==> src/rtl/dec38_pkg.sv <==
// Shared state encoding and seven-segment digit patterns for the decoder/display blocks.
package dec38_pkg;

  typedef enum logic [1:0] {
    ST_IDLE   = 2'd0,
    ST_DIRECT = 2'd1,
    ST_SCAN   = 2'd2
  } state_e;

  // Active-high {a,b,c,d,e,f,g,dp}; dp is never lit.
  localparam logic [7:0] SEG_0 = 8'hFC;
  localparam logic [7:0] SEG_1 = 8'h60;
  localparam logic [7:0] SEG_2 = 8'hDA;
  localparam logic [7:0] SEG_3 = 8'hF2;
  localparam logic [7:0] SEG_4 = 8'h66;
  localparam logic [7:0] SEG_5 = 8'hB6;
  localparam logic [7:0] SEG_6 = 8'hBE;
  localparam logic [7:0] SEG_7 = 8'hE0;

  localparam logic [7:0] SEG_BLANK = 8'hFF;

endpackage

==> src/rtl/seg7_lut.sv <==
// Combinational 3-bit digit to active-low seven-segment pattern (dp off).
// Zero latency, no flow control.
module seg7_lut
  import dec38_pkg::*;
(
  input  logic [2:0] digit_i,
  output logic [7:0] seg_n_o
);

  logic [7:0] seg_hi;

  always_comb begin
    seg_hi = SEG_0;
    case (digit_i)
      3'd0: seg_hi = SEG_0;
      3'd1: seg_hi = SEG_1;
      3'd2: seg_hi = SEG_2;
      3'd3: seg_hi = SEG_3;
      3'd4: seg_hi = SEG_4;
      3'd5: seg_hi = SEG_5;
      3'd6: seg_hi = SEG_6;
      default: seg_hi = SEG_7;
    endcase
  end

  assign seg_n_o = ~seg_hi;

endmodule

==> src/rtl/dec38_scan.sv <==
// Registered 3-to-8 decoder with direct-load and prescaled scan modes; one-cycle
// latency from inputs to all outputs, no backpressure (free-running display driver).
module dec38_scan
  import dec38_pkg::*;
#(
  parameter int                 DIV_W   = 24,
  parameter logic [DIV_W-1:0]   DIV_MAX = DIV_W'(4_999_999)
) (
  input  logic       i_clk,
  input  logic       i_rst,
  input  logic       i_en,
  input  logic       i_mode,
  input  logic [2:0] i_code,
  input  logic       i_load,
  input  logic       i_dir,
  output logic [2:0] o_code,
  output logic [7:0] o_onehot,
  output logic [7:0] o_seg,
  output logic       o_valid,
  output logic       o_wrap
);

  state_e           state_q, state_d;
  logic [DIV_W-1:0] presc_q, presc_d;
  logic [2:0]       code_q, code_d;
  logic [7:0]       onehot_q;
  logic [7:0]       seg_q;
  logic             valid_q;
  logic             wrap_q, wrap_d;
  logic             stay_scan;
  logic             step;
  logic [7:0]       seg_d;

  seg7_lut u_seg7_lut (
    .digit_i (code_d),
    .seg_n_o (seg_d)
  );

  always_comb begin
    state_d   = ST_IDLE;
    if (i_en) state_d = i_mode ? ST_SCAN : ST_DIRECT;

    // Steps only happen while remaining in SCAN; a state change always wins.
    stay_scan = (state_q == ST_SCAN) && (state_d == ST_SCAN);
    step      = stay_scan && (presc_q == DIV_MAX);

    presc_d = '0;
    if (stay_scan && !step) presc_d = presc_q + DIV_W'(1);

    code_d = code_q;
    if (state_d == ST_DIRECT && i_load) begin
      code_d = i_code;
    end else if (step) begin
      code_d = i_dir ? (code_q - 3'd1) : (code_q + 3'd1);
    end

    wrap_d = step && (i_dir ? (code_q == 3'd0) : (code_q == 3'd7));
  end

  always_ff @(posedge i_clk) begin
    if (i_rst) begin
      state_q  <= ST_IDLE;
      presc_q  <= '0;
      code_q   <= 3'd0;
      onehot_q <= 8'h00;
      seg_q    <= SEG_BLANK;
      valid_q  <= 1'b0;
      wrap_q   <= 1'b0;
    end else begin
      state_q <= state_d;
      presc_q <= presc_d;
      code_q  <= code_d;
      wrap_q  <= wrap_d;
      if (state_d == ST_IDLE) begin
        onehot_q <= 8'h00;
        seg_q    <= SEG_BLANK;
        valid_q  <= 1'b0;
      end else begin
        onehot_q <= 8'd1 << code_d;
        seg_q    <= seg_d;
        valid_q  <= 1'b1;
      end
    end
  end

  assign o_code   = code_q;
  assign o_onehot = onehot_q;
  assign o_seg    = seg_q;
  assign o_valid  = valid_q;
  assign o_wrap   = wrap_q;

endmodule

==> config.mk <==
export PLATFORM = sky130hd
export DESIGN_NAME = dec38_scan
export DESIGN_NICKNAME = d
export VERILOG_FILES = /design/src/rtl/dec38_pkg.sv /design/src/rtl/seg7_lut.sv /design/src/rtl/dec38_scan.sv
export SDC_FILE = /design/constraint.sdc
export NUM_CORES = 1
export LEC_CHECK = 0
export BUFFER_PORTS_ARGS = -buffer_cell sky130_fd_sc_hd__buf_4
export CAP_MARGIN = 20
export CORE_MARGIN = 2
export CORE_UTILIZATION = 40
export CTS_BUF_LIST = sky130_fd_sc_hd__clkbuf_4
export DETAILED_ROUTE_END_ITERATION = 8
export GPL_ROUTABILITY_DRIVEN = 0
export HOLD_SLACK_MARGIN = 0.06
export PLACE_DENSITY_LB_ADDON = 0.08
export SLEW_MARGIN = 20
export SYNTH_ARGS = -nofsm -noshare
export SYNTH_HDL_FRONTEND = slang
export SYNTH_SLANG_ARGS = --single-unit
==> constraint.sdc <==
create_clock -name i_clk -period 6.1 [get_ports i_clk]
set_input_delay 0.61 -clock i_clk [delete_from_list [all_inputs] [get_ports i_clk]]
set_output_delay 0.61 -clock i_clk [all_outputs]
set_load 0.05 [all_outputs]
Word-level counts from Yosys, hierarchy flattened
Index checks and enable logic that the tools add are counted.
{"block": "totals", "reg_bits": 47, "inputBits": 9, "output_inout_bits": 21, "word_cells": 43}
{"block": "classes", "add_sub_neg": 3, "n_eq_ne": 11, "n_shift": 1, "muxes": 8, "bitwise": 2, "n_reduce_logical": 11}
{"operator": "$pmux 8 s7", "count": 1}
{"operator": "$add 24x1->24 const B", "count": 1}
{"operator": "$eq 24x23->1 const B", "count": 1}
{"operator": "$eq 3x3->1 const B", "count": 4}
{"operator": "$mux 3", "count": 3}
{"operator": "$not 8->8", "count": 1}
{"operator": "$shl 1x3->8 const A", "count": 1}
{"operator": "$eq 3x2->1 const B", "count": 2}
{"operator": "$logic_not 3->1", "count": 2}
{"operator": "$logic_and 1x1->1", "count": 5}
{"operator": "$eq 2x2->1 const B", "count": 2}
{"operator": "$mux 2", "count": 2}
{"operator": "$reduce_or 2->1", "count": 2}
{"operator": "$add 3x1->3 const B", "count": 1}
{"operator": "$eq 3x1->1 const B", "count": 1}
{"operator": "$sub 3x1->3 const B", "count": 1}
{"operator": "$eq 2x1->1 const B", "count": 1}
{"operator": "$logic_not 2->1", "count": 1}
{"operator": "$mux 1", "count": 2}
{"operator": "$logic_not 1->1", "count": 1}
{"operator": "$not 1->1", "count": 1}

Longest topological paths before layout
{"block": "logic_depth", "word_depth": 10, "mapped_depth": 9, "ltp_nobuf": 7}

By module
A second synthesis with hierarchy kept.
{"block": "unflattened", "hier_cells": 241, "hier_area_um2": 2143.3}
{"mod": "dec38_scan", "n_inst": 1, "cells_each": 222, "area_per_inst_um2": 2018.2, "seq_area_each_um2": 940.9}
{"mod": "seg7_lut", "n_inst": 1, "cells_each": 19, "area_per_inst_um2": 125.1, "seq_area_each_um2": 0.0}

Worst setup path before layout
No wires, ideal clock.
{"block": "synth_timing", "path_kind": "register -> register", "startpoint": "register presc_q[0]", "endpoint": "register seg_q[2] (netlist: o_seg[2])", "setup_time_ns": 0.060, "t_arrival_ns": 2.571, "setup_slack_ns": 3.469, "path_stages_with_launch": 9, "synth_period_minus_slack_ns": 2.631, "path_cell_list": "dfxtp_1 -> ha_1 -> nand2_1 -> or4_1 -> clkbuf_1 -> or4b_1 -> a31o_2 -> maj3_1 -> nand2_1"}
{"block": "synth_between", "elab_chain_len": 7, "word_cells_on_any_way": 13}
{"element": "from (decl)", "line": "dec38_scan.sv:24", "rtl": "logic [DIV_W-1:0] presc_q, presc_d;"}
{"element": "from (signal assigned)", "line": "dec38_scan.sv:71", "rtl": "presc_q <= presc_d;"}
{"element": "$eq 24x23->1 *", "line": "dec38_scan.sv:45", "rtl": "step = stay_scan && (presc_q == DIV_MAX);"}
{"element": "$logic_and 1x1->1 *", "line": "dec38_scan.sv:45"}
{"element": "$mux 3 *", "line": "dec38_scan.sv:53", "rtl": "end else if (step) begin"}
{"element": "$mux 3 *", "line": "dec38_scan.sv:51", "rtl": "if (state_d == ST_DIRECT && i_load) begin"}
{"element": "$eq 3x3->1 (tied with other cells)", "line": "seg7_lut.sv:14", "rtl": "case (digit_i)"}
{"element": "$pmux 8 s7 *", "line": "seg7_lut.sv:14"}
{"element": "$not 8->8 *", "line": "seg7_lut.sv:26", "rtl": "assign seg_n_o = ~seg_hi;"}
{"element": "to (signal assigned)", "line": "dec38_scan.sv:80", "rtl": "seg_q <= seg_d;"}
{"element": "to (decl)", "line": "dec38_scan.sv:27", "rtl": "logic [7:0] seg_q;"}
Every way passes the cells marked *; elsewhere a longest branch is shown, timed or not.
A chain may end at the register's enable or synchronous reset.

Worst setup path in the final report
Ends and elaborated chain as after synthesis.

==> results_dict.tcl <==
set metrics [dict create \
    drt-pass1-iter-count 4 \
    synth_ff_type "dfxtp_1" \
    postCtsSetupBuffers 0 \
    pre_cts_slack_ns 3.337 \
    final-setup-viol-count 0 \
    holdCritPathClass "primary input to register" \
    min_to "state_q[0]" \
    maxCapViolCount 0 \
    cts-htree-levels 2 \
    antenna_found_initial 0 \
    multi_input_area_um2 982.2 \
    yosys.area.top_type "dfxtp_1" \
    ant_nets 0 \
    synth_cell_type_count 43 \
    power_leakage_uw 0.0008073 \
    worstPathCellList "ha_1, nand2_1, or4_1, or4b_1, a31o_2, maj3_1, nand2_1" \
    via_per_inst 5.000 \
    cp.required_ns 6.39 \
    min_path_cells 2 \
    wl_met2_um 1683 \
    clock_latency_ns 0.35 \
    drtIter0Drc 22 \
    hold_viol_final 0 \
    finalSetupTns_ns 0 \
    hp-start "i_mode" \
    grt_pass1_wl_um 5940 \
    crit_top_cell "nand2_1" \
    synth_area_um2 1946 \
    synth-edff-count 0 \
    synth-warning-count 0 \
    initial_utilization 0.4147 \
    cts.path.max_buffers 2 \
    clk_pin_slew_worst_paths_ns 0.12 \
    wl_met3_um 187 \
    design.core.area_um2 4692 \
    ctsResizeCount 0 \
    first_global_vias 1338 \
    ff_latch_area_um2 920.9 \
    cts_tree "done" \
    finalNetCount 251 \
    pwr_density_cell_nw_per_um2 224.4 \
    numCtsBuffers 5 \
    final_core_util 0.4795 \
    reg2reg_depth 7 \
    ctsHoldBuffers 0 \
    syn_avg_cell_area_um2 9.221 \
    worst_slew_pin_slew_ns 0.7624 \
    crit_path_max_incr_delay_ns 0.65 \
    drive_gt1_frac 0.1867 \
    port_buffers 28 \
    top_layer "met4" \
    final_max_slew_viol_count 0 \
    grt_max_degree 24 \
    ys_seq_area_frac 0.4733 \
    root_buffer "clkbuf_4" \
    dieArea_um2 5438 \
    path_delay_family "simple AND/OR/NAND/NOR gates" \
    ys_seq_elements 46 \
    slew_headroom 0.4905 \
    critical_path.reg2reg.startpoint "presc_q[0]" \
    synth_async_sr_flop_share 0 \
    drt_wl_total_um 3536 \
    num_io_pins 30 \
    cp.arrival_ns 3.07 \
    max_freq_mhz 359.9 \
    setup_ws_ns 3.321 \
    cp_max_fo 9 \
    crit_path_start_kind "register" \
    clock_sink_count 46 \
    syn_nets 222 \
    vdd_ir_drop_max_uv 107.8 \
    rr_endpoint "o_seg[2]" \
    min_period_ns 2.779 \
    wl_per_cell_um 11.99 \
    overflow 0 \
    synthCells 211 \
    vias 1475 \
    track_usage 0.1442 \
    fillerInstances 469 \
    status "finished clean" \
    synth_area_leaders "dfxtp_1 47%, nor2_1 8.3%, xor2_1 5.4%, xnor2_1 5.0%, nand3_1 3.6%" \
    die_w_um 73.74 \
    num_rows 25 \
    critPathSlowestCell "or4_1" \
    critical_path_class "register to register" \
    die_h_um 73.74 \
    fin_crit_sh 0.4555 \
    synth.top_cell.area_share 0.4733 \
    critPathBufInv 0 \
    end_kind "register" \
    rsz0062_at_grt "no" \
    hpwlAfterDp_um 2696 \
    regToRegSetupSlack_ns 3.32 \
    n_antenna_cell 0 \
    area_growth_pct 15.63 \
    drc 0 \
    clock_skew_ns 0.01265 \
    drt-met1-wl_um 1632 \
]
[layer usage]
layer  GRT usage  up-vias
li1            -      774
met1      0.1708      659
met2      0.2470       38
met3     0.04390        4
met4     0.04848        0
met5           0        -
[registers in the layout (all words and copies together) (netlist names)]
signal    count
o_onehot      8
state_q       2
o_seg         7
o_wrap        1
presc_q      24
o_valid       1
o_code        3
[per-stage QoR]
step | hold WS, ns | std cells | total power [uW] | area, um^2
6_report | 0.4414 | 295 | 504.9 | 2250
5_1_grt | 0.4187 | 295 | 525.8 | 2250
4_1_cts | 0.4202 | 295 | 514.7 | 2250
3_5_place_dp | 0.4722 | 287 | 376.3 | 2196
3_3_place_gp | 0.4637 | 287 | 376.6 | 2196
2_1_floorplan | 0.4416 | 211 | 358.8 | 1946
[layout make-up]
cell class / instances / share of cell area
Sequential cell: 46 / 0.4093
Tap cell: 54 / 0.03003
Timing Repair Buffer: 28 / 0.09344
Clock buffer: 6 / 0.02002
Clock inverter: 2 / 0.003893
Inverter: 4 / 0.006674
Multi-Input combinational cell: 155 / 0.4366
[cell usage after synthesis (2+ instances only)]
| master | n |
|---|---|
| nand2b_1 | 3 |
| o21ai_1 | 2 |
| clkbuf_1 | 3 |
| o21ai_0 | 4 |
| nand4b_1 | 2 |
| nor2b_1 | 3 |
| inv_1 | 4 |
| nand4_1 | 3 |
| or3_1 | 4 |
| or2_2 | 2 |
| nand3_1 | 14 |
| xor2_1 | 12 |
| or4b_1 | 3 |
| or4_1 | 2 |
| o31ai_1 | 2 |
| or4_4 | 3 |
| and2_1 | 2 |
| and3_1 | 5 |
| and4_1 | 2 |
| dfxtp_1 | 46 |
| nand2_1 | 12 |
| a31oi_4 | 2 |
| xnor2_1 | 11 |
| nor2_1 | 43 |
| nor3_1 | 4 |
[cells in the final DEF (no fill, tap or decap), types with 5 or more instances in the layout]
cell      netlist  final
xor2_1         12     12
and3_1          5      5
buf_4           1     28
dfxtp_1        46     46
nand3_1        14     14
nand2_1        12     12
clkbuf_4        0      6
nor2_1         43     43
xnor2_1        11     11
[cell families after synthesis]
| family | share of synthesized area |
|---|---|
| compound gates | 0.07396 |
| xor+xnor | 0.1119 |
| fa+ha+maj | 0.02186 |
| buf+inv | 0.02186 |
| flops | 0.4733 |
| other cells | 0.001927 |
| simple gates | 0.2952 |
[power by group]
group          internal (uW)  switching [uW]  leakage, uW  total (uW)
clock                   47.9            88.1    0.0000331         136
combinational           20.3            39.1     0.000401        59.3
sequential               307            3.01     0.000373         310
total                    375             130     0.000807         505
[worst max path at each step]
stage,start,end,depth (start not counted)
after floorplan,presc_q[0],o_seg[2],8
after global placement,presc_q[0],o_seg[2],7
after detailed placement,presc_q[0],o_seg[2],7
after CTS,presc_q[0],o_seg[2],7
after global routing,presc_q[0],o_seg[2],7
final,presc_q[0],o_seg[2],7
No activity file was read; power rests on OpenSTA's default activity.
